[src/rtl/frequency_measurement_scheduler_pkg.sv]
// Shared types and defaults for the frequency-analyzer measurement scheduler.
// Holds the state encoding and the default timing constants.
package frequency_scheduler_pkg;

  typedef enum logic [2:0] {
    ST_IDLE      = 3'd0,
    ST_ARM       = 3'd1,
    ST_MEASURE   = 3'd2,
    ST_STOP_WAIT = 3'd3,
    ST_RELEASE   = 3'd4
  } sched_state_t;

  localparam int DEF_WINDOW_WIDTH       = 32;
  localparam int DEF_START_PULSE_CYCLES = 4;
  localparam int DEF_CLEAR_CYCLES       = 4;
  localparam int DEF_IRQ_TIMEOUT_CYCLES = 1024;
  localparam int DEF_COUNT_WIDTH        = 16;

  // Width of a down-counter able to hold the value n.
  function automatic int cnt_width(input int n);
    return (n < 2) ? 1 : $clog2(n + 1);
  endfunction

endpackage

[src/rtl/frequency_measurement_scheduler_if.sv]
// Control link between the scheduler and the frequency-analyzer manager.
interface frequency_measurement_scheduler_if;
  // start, stop and clear are registered levels from the scheduler; irq is a
  // level from the manager, held high from results-written until stop drops.
  // There is no valid/ready pair: each side samples the other's levels on clock.
  logic start;
  logic stop;
  logic clear;
  logic irq;

  modport master (output start, output stop, output clear, input irq);
  modport slave  (input start, input stop, input clear, output irq);
endinterface

[src/rtl/frequency_measurement_scheduler_pulse_stretch_counter.sv]
// Loadable down-counter; term is high while the count is at its last cycle.
module pulse_stretch_counter #(
  parameter int W = 8
) (
  input  logic         clock,
  input  logic         reset,
  input  logic         load,
  input  logic         en,
  input  logic [W-1:0] load_value,
  output logic         term
);
  logic [W-1:0] count;

  always_ff @(posedge clock) begin
    if (reset) begin
      count <= '0;
    end else if (load) begin
      count <= load_value;
    end else if (en && count != '0) begin
      count <= count - 1'b1;
    end
  end

  assign term = (count <= W'(1));
endmodule

[src/rtl/frequency_measurement_scheduler.sv]
// Sequences start / measurement window / stop / clear cycles for the
// frequency-analyzer manager and supervises the irq wait with a timeout.
module frequency_measurement_scheduler
  import frequency_scheduler_pkg::*;
#(
  parameter int WINDOW_WIDTH       = DEF_WINDOW_WIDTH,
  parameter int START_PULSE_CYCLES = DEF_START_PULSE_CYCLES,
  parameter int CLEAR_CYCLES       = DEF_CLEAR_CYCLES,
  parameter int IRQ_TIMEOUT_CYCLES = DEF_IRQ_TIMEOUT_CYCLES,
  parameter int COUNT_WIDTH        = DEF_COUNT_WIDTH
) (
  input  logic                    clock,
  input  logic                    reset,
  input  logic                    run,
  input  logic                    continuous,
  input  logic [WINDOW_WIDTH-1:0] window_cycles,
  frequency_measurement_scheduler_if.master mgr,
  output logic                    busy,
  output logic                    done,
  output logic                    timeout_err,
  output logic [COUNT_WIDTH-1:0]  measure_count,
  output sched_state_t            state_dbg
);
  localparam int SW = cnt_width(START_PULSE_CYCLES);
  localparam int CW = cnt_width(CLEAR_CYCLES);
  localparam int TW = cnt_width(IRQ_TIMEOUT_CYCLES);

  sched_state_t          state, state_next;
  logic                  run_q;
  logic                  run_rise;
  logic [WINDOW_WIDTH-1:0] win_len;
  logic [TW-1:0]         to_cnt;
  logic                  to_hit;
  logic                  start_term, win_term, clr_term;

  assign run_rise  = run & ~run_q;
  assign to_hit    = (to_cnt == TW'(IRQ_TIMEOUT_CYCLES - 1));
  assign state_dbg = state;

  pulse_stretch_counter #(.W(SW)) u_start_cnt (
    .clock(clock), .reset(reset),
    .load(state != ST_ARM), .en(state == ST_ARM),
    .load_value(SW'(START_PULSE_CYCLES)), .term(start_term)
  );

  pulse_stretch_counter #(.W(WINDOW_WIDTH)) u_window_cnt (
    .clock(clock), .reset(reset),
    .load(state != ST_MEASURE), .en(state == ST_MEASURE),
    .load_value(win_len), .term(win_term)
  );

  pulse_stretch_counter #(.W(CW)) u_clear_cnt (
    .clock(clock), .reset(reset),
    .load(state != ST_RELEASE), .en(state == ST_RELEASE),
    .load_value(CW'(CLEAR_CYCLES)), .term(clr_term)
  );

  always_ff @(posedge clock) begin
    if (reset) state <= ST_IDLE;
    else       state <= state_next;
  end

  // Dropping run in ARM or MEASURE still reads out the partial window.
  always_comb begin
    state_next = state;
    case (state)
      ST_IDLE: begin
        if ((continuous && run) || (!continuous && run_rise)) state_next = ST_ARM;
      end
      ST_ARM: begin
        if (!run)            state_next = ST_STOP_WAIT;
        else if (start_term) state_next = ST_MEASURE;
      end
      ST_MEASURE: begin
        if (!run || win_term) state_next = ST_STOP_WAIT;
      end
      ST_STOP_WAIT: begin
        if (mgr.irq || to_hit) state_next = ST_RELEASE;
      end
      ST_RELEASE: begin
        if (clr_term) state_next = (run && continuous) ? ST_ARM : ST_IDLE;
      end
      default: state_next = ST_IDLE;
    endcase
  end

  always_ff @(posedge clock) begin
    if (reset) begin
      run_q   <= 1'b0;
      win_len <= '0;
      to_cnt  <= '0;
    end else begin
      run_q <= run;
      if ((state == ST_IDLE || state == ST_RELEASE) && state_next == ST_ARM)
        win_len <= (window_cycles == '0) ? WINDOW_WIDTH'(1) : window_cycles;
      if (state == ST_STOP_WAIT) to_cnt <= to_cnt + 1'b1;
      else                       to_cnt <= '0;
    end
  end

  // Outputs are decoded from the next state so they track the state register.
  always_ff @(posedge clock) begin
    if (reset) begin
      mgr.start     <= 1'b0;
      mgr.stop      <= 1'b0;
      mgr.clear     <= 1'b0;
      busy          <= 1'b0;
      done          <= 1'b0;
      timeout_err   <= 1'b0;
      measure_count <= '0;
    end else begin
      mgr.start <= (state_next == ST_ARM);
      mgr.stop  <= (state_next == ST_STOP_WAIT);
      mgr.clear <= (state_next == ST_RELEASE);
      busy      <= (state_next != ST_IDLE);
      done      <= (state == ST_STOP_WAIT) && mgr.irq;
      if (state == ST_STOP_WAIT && mgr.irq)
        measure_count <= measure_count + 1'b1;
      if (state == ST_STOP_WAIT && !mgr.irq && to_hit)
        timeout_err <= 1'b1;
      else if (state == ST_IDLE && run_rise)
        timeout_err <= 1'b0;
    end
  end
endmodule

[src/flat_wrapper.sv]
// flat-port wrapper written by rule: the top's interface ports become plain ports
module frequency_measurement_scheduler_flat import frequency_scheduler_pkg::*;
#(
  parameter int WINDOW_WIDTH       = DEF_WINDOW_WIDTH,
  parameter int START_PULSE_CYCLES = DEF_START_PULSE_CYCLES,
  parameter int CLEAR_CYCLES       = DEF_CLEAR_CYCLES,
  parameter int IRQ_TIMEOUT_CYCLES = DEF_IRQ_TIMEOUT_CYCLES,
  parameter int COUNT_WIDTH        = DEF_COUNT_WIDTH
)
  (clock, reset, run, continuous, window_cycles, busy, done, timeout_err, measure_count, state_dbg, mgr_start, mgr_stop, mgr_clear, mgr_irq);
  frequency_measurement_scheduler_if mgr_i ();
  input  logic clock;
  input  logic reset;
  input  logic run;
  input  logic continuous;
  input  logic [WINDOW_WIDTH-1:0] window_cycles;
  output logic busy;
  output logic done;
  output logic timeout_err;
  output logic [COUNT_WIDTH-1:0] measure_count;
  output sched_state_t state_dbg;
  output wire logic [$bits(mgr_i.start)-1:0] mgr_start;
  output wire logic [$bits(mgr_i.stop)-1:0] mgr_stop;
  output wire logic [$bits(mgr_i.clear)-1:0] mgr_clear;
  input wire logic [$bits(mgr_i.irq)-1:0] mgr_irq;
  assign mgr_start = mgr_i.start;
  assign mgr_stop = mgr_i.stop;
  assign mgr_clear = mgr_i.clear;
  assign mgr_i.irq = mgr_irq;
  frequency_measurement_scheduler #(.WINDOW_WIDTH(WINDOW_WIDTH), .START_PULSE_CYCLES(START_PULSE_CYCLES), .CLEAR_CYCLES(CLEAR_CYCLES), .IRQ_TIMEOUT_CYCLES(IRQ_TIMEOUT_CYCLES), .COUNT_WIDTH(COUNT_WIDTH)) u_core (.clock(clock), .reset(reset), .run(run), .continuous(continuous), .window_cycles(window_cycles), .mgr(mgr_i), .busy(busy), .done(done), .timeout_err(timeout_err), .measure_count(measure_count), .state_dbg(state_dbg));
endmodule
[config.mk]
export PLATFORM = sky130hd
export DESIGN_NAME = frequency_measurement_scheduler_flat
export DESIGN_NICKNAME = d
export VERILOG_FILES = /design/src/rtl/frequency_measurement_scheduler_pkg.sv /design/src/rtl/frequency_measurement_scheduler_if.sv /design/src/rtl/frequency_measurement_scheduler_pulse_stretch_counter.sv /design/src/rtl/frequency_measurement_scheduler.sv /design/src/flat_wrapper.sv
export SDC_FILE = /design/constraint.sdc
export NUM_CORES = 1
export LEC_CHECK = 0
export CAP_MARGIN = 20
export CORE_UTILIZATION = 30
export CTS_CLUSTER_DIAMETER = 120
export DETAILED_ROUTE_END_ITERATION = 16
export MAX_ROUTING_LAYER = met4
export SETUP_SLACK_MARGIN = 0.2
export SLEW_MARGIN = 20
export SYNTH_ARGS = -nofsm -noshare
export SYNTH_HDL_FRONTEND = slang
export SYNTH_HIERARCHICAL = 1
export SYNTH_SLANG_ARGS = --single-unit
[constraint.sdc]
create_clock -name clock -period 3.6 [get_ports clock]
set_input_delay 0.36 -clock clock [delete_from_list [all_inputs] [get_ports clock]]
set_output_delay 0.36 -clock clock [all_outputs]
set_load 0.005 [all_outputs]
After elaboration in Yosys (flattened, before gate mapping). Cells that the tools add are included.

Flip-flop bits (word level): 107. Input bits: 37. Output and inout bits: 25. Word-level logic and storage cells: 85.

Add/sub/neg operators: 5. Magnitude comparators: 3. Eq/ne operators: 11. Mux-type cells: 17. Bitwise operators: 3. Reduce and logical (&&, ||, !) cells: 30.

Operator list (number): $mux 32 (3); $le 32x1->1 const B (1); $logic_not 32->1 (1); $reduce_bool 32->1 (1); $sub 32x1->32 const B (1); $mux 3 (10); $add 16x1->16 const B (1); $pmux 3 s5 (1); $add 11x1->11 const B (1); $eq 11x10->1 const B (1); $logic_and 1x1->1 (10); $eq 3x2->1 const B (3); $reduce_bool 3->1 (3); $reduce_bool 2->1 (4); $eq 3x1->1 const B (2); $eq 3x3->1 const B (2); $le 3x1->1 const B (2); $reduce_or 2->1 (3); $sub 3x1->3 const B (2); $logic_or 1x1->1 (4); $logic_not 1->1 (3); $logic_not 3->1 (1); $mux 1 (3); $ne 3x1->1 const B (1); 4 further kinds (5).

Longest topological paths before layout. Gate-level depths: netlist of the first run.

Depth in word-level cells: 8. Gate-level depth with buffers: 11. Mapped depth without buffers: 8.

By module. Netlist of the first run, hierarchy kept.

By module, submodules not included: frequency_measurement_scheduler (times used 1, cells each 352, area each 2930.3 um^2, sequential area each 1381.3 um^2); pulse_stretch_counter (u_core.u_window_cnt) (times used 1, cells each 243, area each 2069.5 um^2, sequential area each 640.6 um^2); pulse_stretch_counter (u_core.u_clear_cnt ...) (times used 2, cells each 25, area each 244.0 um^2, sequential area each 60.1 um^2).

Worst setup path after synthesis of the first run. OpenSTA, ideal clock, no wires.

Path kind: register to register. Start point: reg u_core.state[0], in the netlist u_core/state_dbg[0]. End point: reg u_core.u_window_cnt.count[29]. Library setup time: 0.091 ns. Arrival time: 2.424 ns. Required time: 3.509 ns. Path slack: 1.085 ns. Cell stages (with the launch flop): 11. Buffers on the path: 2. Period minus slack after synthesis: 2.515 ns. Cell sequence: dfxtp_1 -> buf_2 -> nor2_1 -> nand2_1 -> inv_1 -> clkbuf_1 -> and2b_2 -> nand4_1 -> a2111oi_4 -> or4b_1 -> a311oi_1.

Longest elaborated chain between the ends: 3. Elaborated cells between the ends (all ways): 5. Classes of those cells: eq/ne (2); mux (1); reduce/logical (2).

RTL lines: start: declaration (line frequency_measurement_scheduler.sv:28) `sched_state_t state, state_next;`; start signal: assignment (line frequency_measurement_scheduler.sv:60) `else state <= state_next;`; $eq 3x2->1 (line frequency_measurement_scheduler.sv:48) `.load(state != ST_MEASURE), .en(state == ST_MEASURE),`; $logic_and 1x1->1 (line frequency_measurement_scheduler_pulse_stretch_counter.sv:19) `end else if (en && count != '0) begin`; $reduce_bool 2->1 (no source line); end signal: assignment (line frequency_measurement_scheduler_pulse_stretch_counter.sv:18) `count <= load_value;`; end signal: assignment (line frequency_measurement_scheduler_pulse_stretch_counter.sv:20) `count <= count - 1'b1;`; end: declaration (line frequency_measurement_scheduler_pulse_stretch_counter.sv:12) `logic [W-1:0] count;`.

Parallel ways exist; a longest one is shown, timed or not. A chain may end at the register's enable or synchronous reset.

Worst setup path in the final report of the first run. Same ends and word-level chain as after synthesis.

==> impl_metrics.toml, run 1 <==
[sta]
fin_setup_tns_ns = 0
skew_ns = 0.0101
period_minus_slack_ns = 2.67
period_share = 0.741
rsz0062_at_grt = "no"
tightest_slew_ns = 0.884
hold_ws_ns = 0.455
max_freq_ghz = 0.375
setup_viol = 0
slew_headroom = 0.410
finalHoldViolations = 0
slew_viol_final = 0

[clock_tree]
cts_root_buffer = "clkbuf_16"
clk_pin_slew_worst_paths_ns = 0.07
cts_hold_buf = 0
cts.htree.levels = 3
clk_latency_ns = 0.35
numCtsBuffers = 9
clock_path_buffers = 2
cts_tree = "built"
cts_resized = 0
post_cts_buffers = 0
cts.sinks = 107

[detailed_routing]
wl_um = 12900
drc = 0
drt-pass1-iter-count = 7
first_iter_violations = 170
vias = 4684
via_per_inst = 5.07
wire_per_inst_um = 14.0
drtAntennaViolNets = 0

[global_route]
grt_overflow_total = 0
grt_usage = 0.151
grt_max_degree = 69
first_global_vias = 4542
antenna_found_initial = 0
grt_first_pass_wirelength_um = 21900

[pwr]
combPwrFrac = 0.291
power_frac_seq = 0.414
p_leak_nw = 2.26
p_int_mw = 2.27
sw_frac_of_total = 0.340
powerDensity_mw_per_mm2 = 526
p_clk_frac = 0.296
switchingPower_mw = 1.17
ir_drop_mv = 0.265

[place]
dp_hpwl_um = 9040
gp_congestion = 0.802
placed_area_mm2 = 0.00624
portBuffers = 61

[synth]
yosysUniqueCellTypes = 74
syn_inst = 645
synth_compound_area_frac = 0.168
seq_area_frac_synth = 0.390
yosys.area_share.adder = 0.0228
ys.flop_type = "dfxtp_1"
async_reset_ff_frac = 0
yosysWarnings = 6
synthSimpleGateAreaFrac = 0.290
synth_top_family_by_area = "simple AND/OR/NAND/NOR gates"
ys_seq_elements = 107
synth.avg_cell_area_um2 = 8.51
yosys-mux-area-fraction = 0.0139
netlist_area_mm2 = 0.00549
synth_xor_xnor_area_share = 0.0575
synth-edff-count = 0

[finish]
layout_commonest_cell = "dfxtp_1"
synthToLayoutAreaGrowth_pct = 19.2
nets = 737
multi_input_comb_area_mm2 = 0.00306
design_area_mm2 = 0.00654
seq_area_mm2 = 0.00214
layout_common_cells = "107 x dfxtp_1, 88 x nand2_1, 69 x nor2_1"
antenna_cells = 0
fillers = 1866
drive_gt1_frac = 0.0748

[job]
drv_cap = 0

[floorplan]
die_height_um = 137
core_mm2 = 0.0180
dieArea_mm2 = 0.0188
ios = 62
start_util = 0.305
die_w_um = 137
fp-row-count = 49

[setup_path]
required_ns = 3.86
cp_max_fo = 14
crit_arrival_ns = 2.93
crit_path_end_kind = "flip-flop"
critPathLaunchType = "flip-flop"
crit_type = "flip-flop to flip-flop"

[run_status]
outcome = "completed"

[worst_hold_path]
worstHoldPathType = "flip-flop to flip-flop"
[path summary, 6_finish.rpt]
| check | from | to | slack (ns) | cells after the start |
|---|---|---|---|---|
| setup reg to reg | u_core/state_dbg[0] | u_core/u_window_cnt/count[29] | 0.93 | 8 |
| hold reg to reg | u_core/win_len[7] | u_core/win_len[7] | 0.45 | 2 |
| setup / recovery | u_core/state_dbg[0] | u_core/u_window_cnt/count[29] | 0.93 | 8 |
| hold / removal | u_core/win_len[7] | u_core/win_len[7] | 0.45 | 2 |
[registers in the layout, indices dropped and copies added, names as in the netlist]
name / cells
u_core/timeout_err: 1
u_core/busy: 1
u_core/mgr.clear: 1
u_core/run_q: 1
u_core/u_clear_cnt/count: 3
u_core/measure_count: 16
u_core/mgr.start: 1
u_core/u_start_cnt/count: 3
u_core/win_len: 32
u_core/to_cnt: 11
u_core/state_dbg: 3
u_core/done: 1
u_core/mgr.stop: 1
u_core/u_window_cnt/count: 32
[logic make-up after synthesis]
logic type | count (synthesis)
compound gates | 128
xor+xnor | 36
fa+ha+maj | 10
buf+inv | 61
flops | 107
mux | 7
other cells | 2
simple gates | 294
[cell usage after synthesis (5+ instances only)]
master | n | area, um^2
a211oi_1 | 26 | 195
or4_1 | 6 | 45.0
nand2_1 | 88 | 330
buf_2 | 10 | 50.1
nand4_1 | 9 | 56.3
a21oi_1 | 52 | 260
inv_1 | 22 | 82.6
a311oi_1 | 7 | 61.3
and4_1 | 8 | 70.1
a2111oi_0 | 5 | 43.8
or3_1 | 6 | 37.5
o21ai_0 | 7 | 35.0
xor2_1 | 10 | 87.6
nor4_1 | 23 | 144
nor3_1 | 13 | 65.1
xnor2_1 | 26 | 228
clkbuf_1 | 18 | 67.6
dfxtp_1 | 107 | 2140
nor2b_1 | 12 | 75.1
nor2_1 | 69 | 259
ha_1 | 10 | 125
nand3_1 | 16 | 80.1
and3_1 | 6 | 37.5
[area by class of cell]
cell class,count,area share
flip-flops and latches,107,0.327
inverters,23,0.0132
repair buffers,68,0.101
multi-input cells,481,0.468
clock inverters,4,0.00746
clock buffers,12,0.0392
well taps,229,0.0438
[power by group through the flow]
stage	sequential [mW]	clock, mW	combinational (mW)
after floorplan	1.41	0	0.780
final	1.42	1.02	1.00
after CTS	1.42	1.04	1.00
after global routing	1.44	1.10	1.12
after global placement	1.45	0	0.996
after detailed placement	1.45	0	0.996
[layer usage]
layer | wire length, um | vias up | global-route usage
li1 | - | 2396 | -
met1 | 6180 | 2219 | 0.186
met2 | 6250 | 56 | 0.246
met3 | 366 | 13 | 0.0320
met4 | 145 | 0 | 0.0452
met5 | 0 | - | -
[per-stage QoR]
stage | setup WS, ns | power (mW) | utilization | cells
after global routing | 0.658 | 3.65 | 0.364 | 924
after CTS | 0.964 | 3.47 | 0.364 | 924
after global placement | 1.07 | 2.44 | 0.347 | 908
final | 0.933 | 3.44 | 0.364 | 924
after floorplan | 1.08 | 2.19 | - | 649
after detailed placement | 0.948 | 2.44 | 0.347 | 908
[worst max-delay path: stages (launching register included)]
cell	delay, ns
dfxtp_1	0.46
nor2_1	0.20
nand2_1	0.09
inv_1	0.24
and2b_2	0.18
nand4_1	0.30
a2111oi_4	0.40
or4b_1	0.46
a311oi_1	0.24
Power figures use the tool's default switching activity.
==> inputs of run 2 (changes only) <==
clock period = 2.7 ns   (was 3.6 ns; I/O delays follow)
==> impl_metrics.toml, run 2 (synthesized netlist as in run 1, its figures left out) <==
[place]
placed_area_mm2 = 0.00635
portBuffers = 61
place_inst = 921
dp_hpwl_um = 9070
gp_congestion = 0.829

[finish]
instances_no_fill = 939
drive_gt1_frac = 0.0986
final_core_util = 0.371
nets = 752
layout_commonest_cell = "dfxtp_1"
layout_common_cells = "107 x dfxtp_1, 88 x nand2_1, 69 x nor2_1"
fillers = 1855
design_area_mm2 = 0.00667
reg_top3 = "u_core/u_window_cnt/count (32), u_core/win_len (32), u_core/measure_count (16)"
synthToLayoutAreaGrowth_pct = 21.6
antenna_cells = 0

[detailed_routing]
met3_length_um = 286
drc = 0
dr_wl_met2_um = 6050
wl_um = 12900
via_per_inst = 5.01
drt-pass1-iter-count = 4
wl_met1_um = 6240
drtAntennaViolNets = 0
first_iter_violations = 156
wire_per_inst_um = 13.8
vias = 4708
highest_layer = "met4"

[setup_path]
required_ns = 2.96
crit_arrival_ns = 2.69
crit_type = "flip-flop to flip-flop"
critPathLaunchType = "flip-flop"
rrSetupSlack_ns = 0.27
cp_max_fo = 6
crit_path_end_kind = "flip-flop"

[clock_tree]
cts_root_buffer = "clkbuf_16"
cts.sinks = 107
clock_path_buffers = 2
cts_tree = "built"
cts.htree.levels = 3
numCtsBuffers = 9
clk_latency_ns = 0.36
cts_hold_buf = 0
clk_pin_slew_worst_paths_ns = 0.07

[global_route]
antenna_found_initial = 0
grt_overflow_total = 0
grt_first_pass_wirelength_um = 21800
grt_usage = 0.150
first_global_vias = 4497
grt_max_degree = 59

[sta]
max_freq_ghz = 0.411
slew_viol_final = 0
slew_headroom = 0.555
fin_setup_tns_ns = 0
finalHoldViolations = 0
period_share = 0.901
tightest_slew_ns = 0.668
hold_ws_ns = 0.403
setup_viol = 0
skew_ns = 0.00806
rsz0062_at_grt = "yes"
period_minus_slack_ns = 2.43

[job]
drv_cap = 0

[floorplan]
die_w_um = 137
dieArea_mm2 = 0.0188
fp-row-count = 49
core_mm2 = 0.0180
die_height_um = 137
start_util = 0.305
ios = 62

[pwr]
powerDensity_mw_per_mm2 = 707
p_leak_nw = 2.33
ir_drop_mv = 0.325

[run_status]
outcome = "completed"

[worst_hold_path]
worstHoldPathType = "primary input to flip-flop"
-- run 2: layout make-up --
class	count	area [um^2]	area share
multi-input cells	481	3070	0.460
clock inverters	6	70.1	0.0105
well taps	229	287	0.0429
repair buffers	83	786	0.118
inverters	23	86.3	0.0129
flip-flops and latches	107	2140	0.321
clock buffers	10	229	0.0343
-- run 2: final timing paths --
path	from	end	cells past startpoint
worst min register to register	u_core/win_len[20]	u_core/win_len[20]	2
worst min-delay path	reset	u_core/measure_count[0]	2
worst max register to register	u_core/u_window_cnt/count[12]	u_core/u_window_cnt/count[21]	5
worst max-delay path	u_core/u_window_cnt/count[12]	u_core/u_window_cnt/count[21]	5
-- run 2: power by group --
group	switching (mW)	internal, mW
Combinational	0.862	0.625
Sequential	0.141	1.74
Clock	0.618	0.730
-- run 2: layer usage --
layer  GRT usage  up-vias
met3      0.0217       23
li1            -     2421
met4      0.0757        0
met1       0.188     2208
met5           -        -
met2       0.235       56
-- run 2: through the flow --
stage	total power [mW]	setup slack [ns]
after detailed placement	3.36	0.194
final	4.71	0.266
after global routing	5.00	0.181
after CTS	4.73	0.256
after floorplan	2.92	0.287
after global placement	3.36	0.232
-- run 2: critical path, cell delays in order, from the launching register on --
cell and delay, ns:
dfxtp_1 0.36, or4_4 0.54, or3_4 0.37, a211o_2 0.36
or4_1 0.41, a311oi_1 0.30
-- run 2: what timing repair did --
item,CTS,global route
setup endpoints to repair,1,8
pin swaps,0,1
setup buffers,0,2
resized for setup,1,4
==> inputs of run 3 (changes only) <==
CTS_CLUSTER_DIAMETER = default   (was 120)
==> results of run 3 <==
Final layout, timing and power as in run 2 (identical DEF).
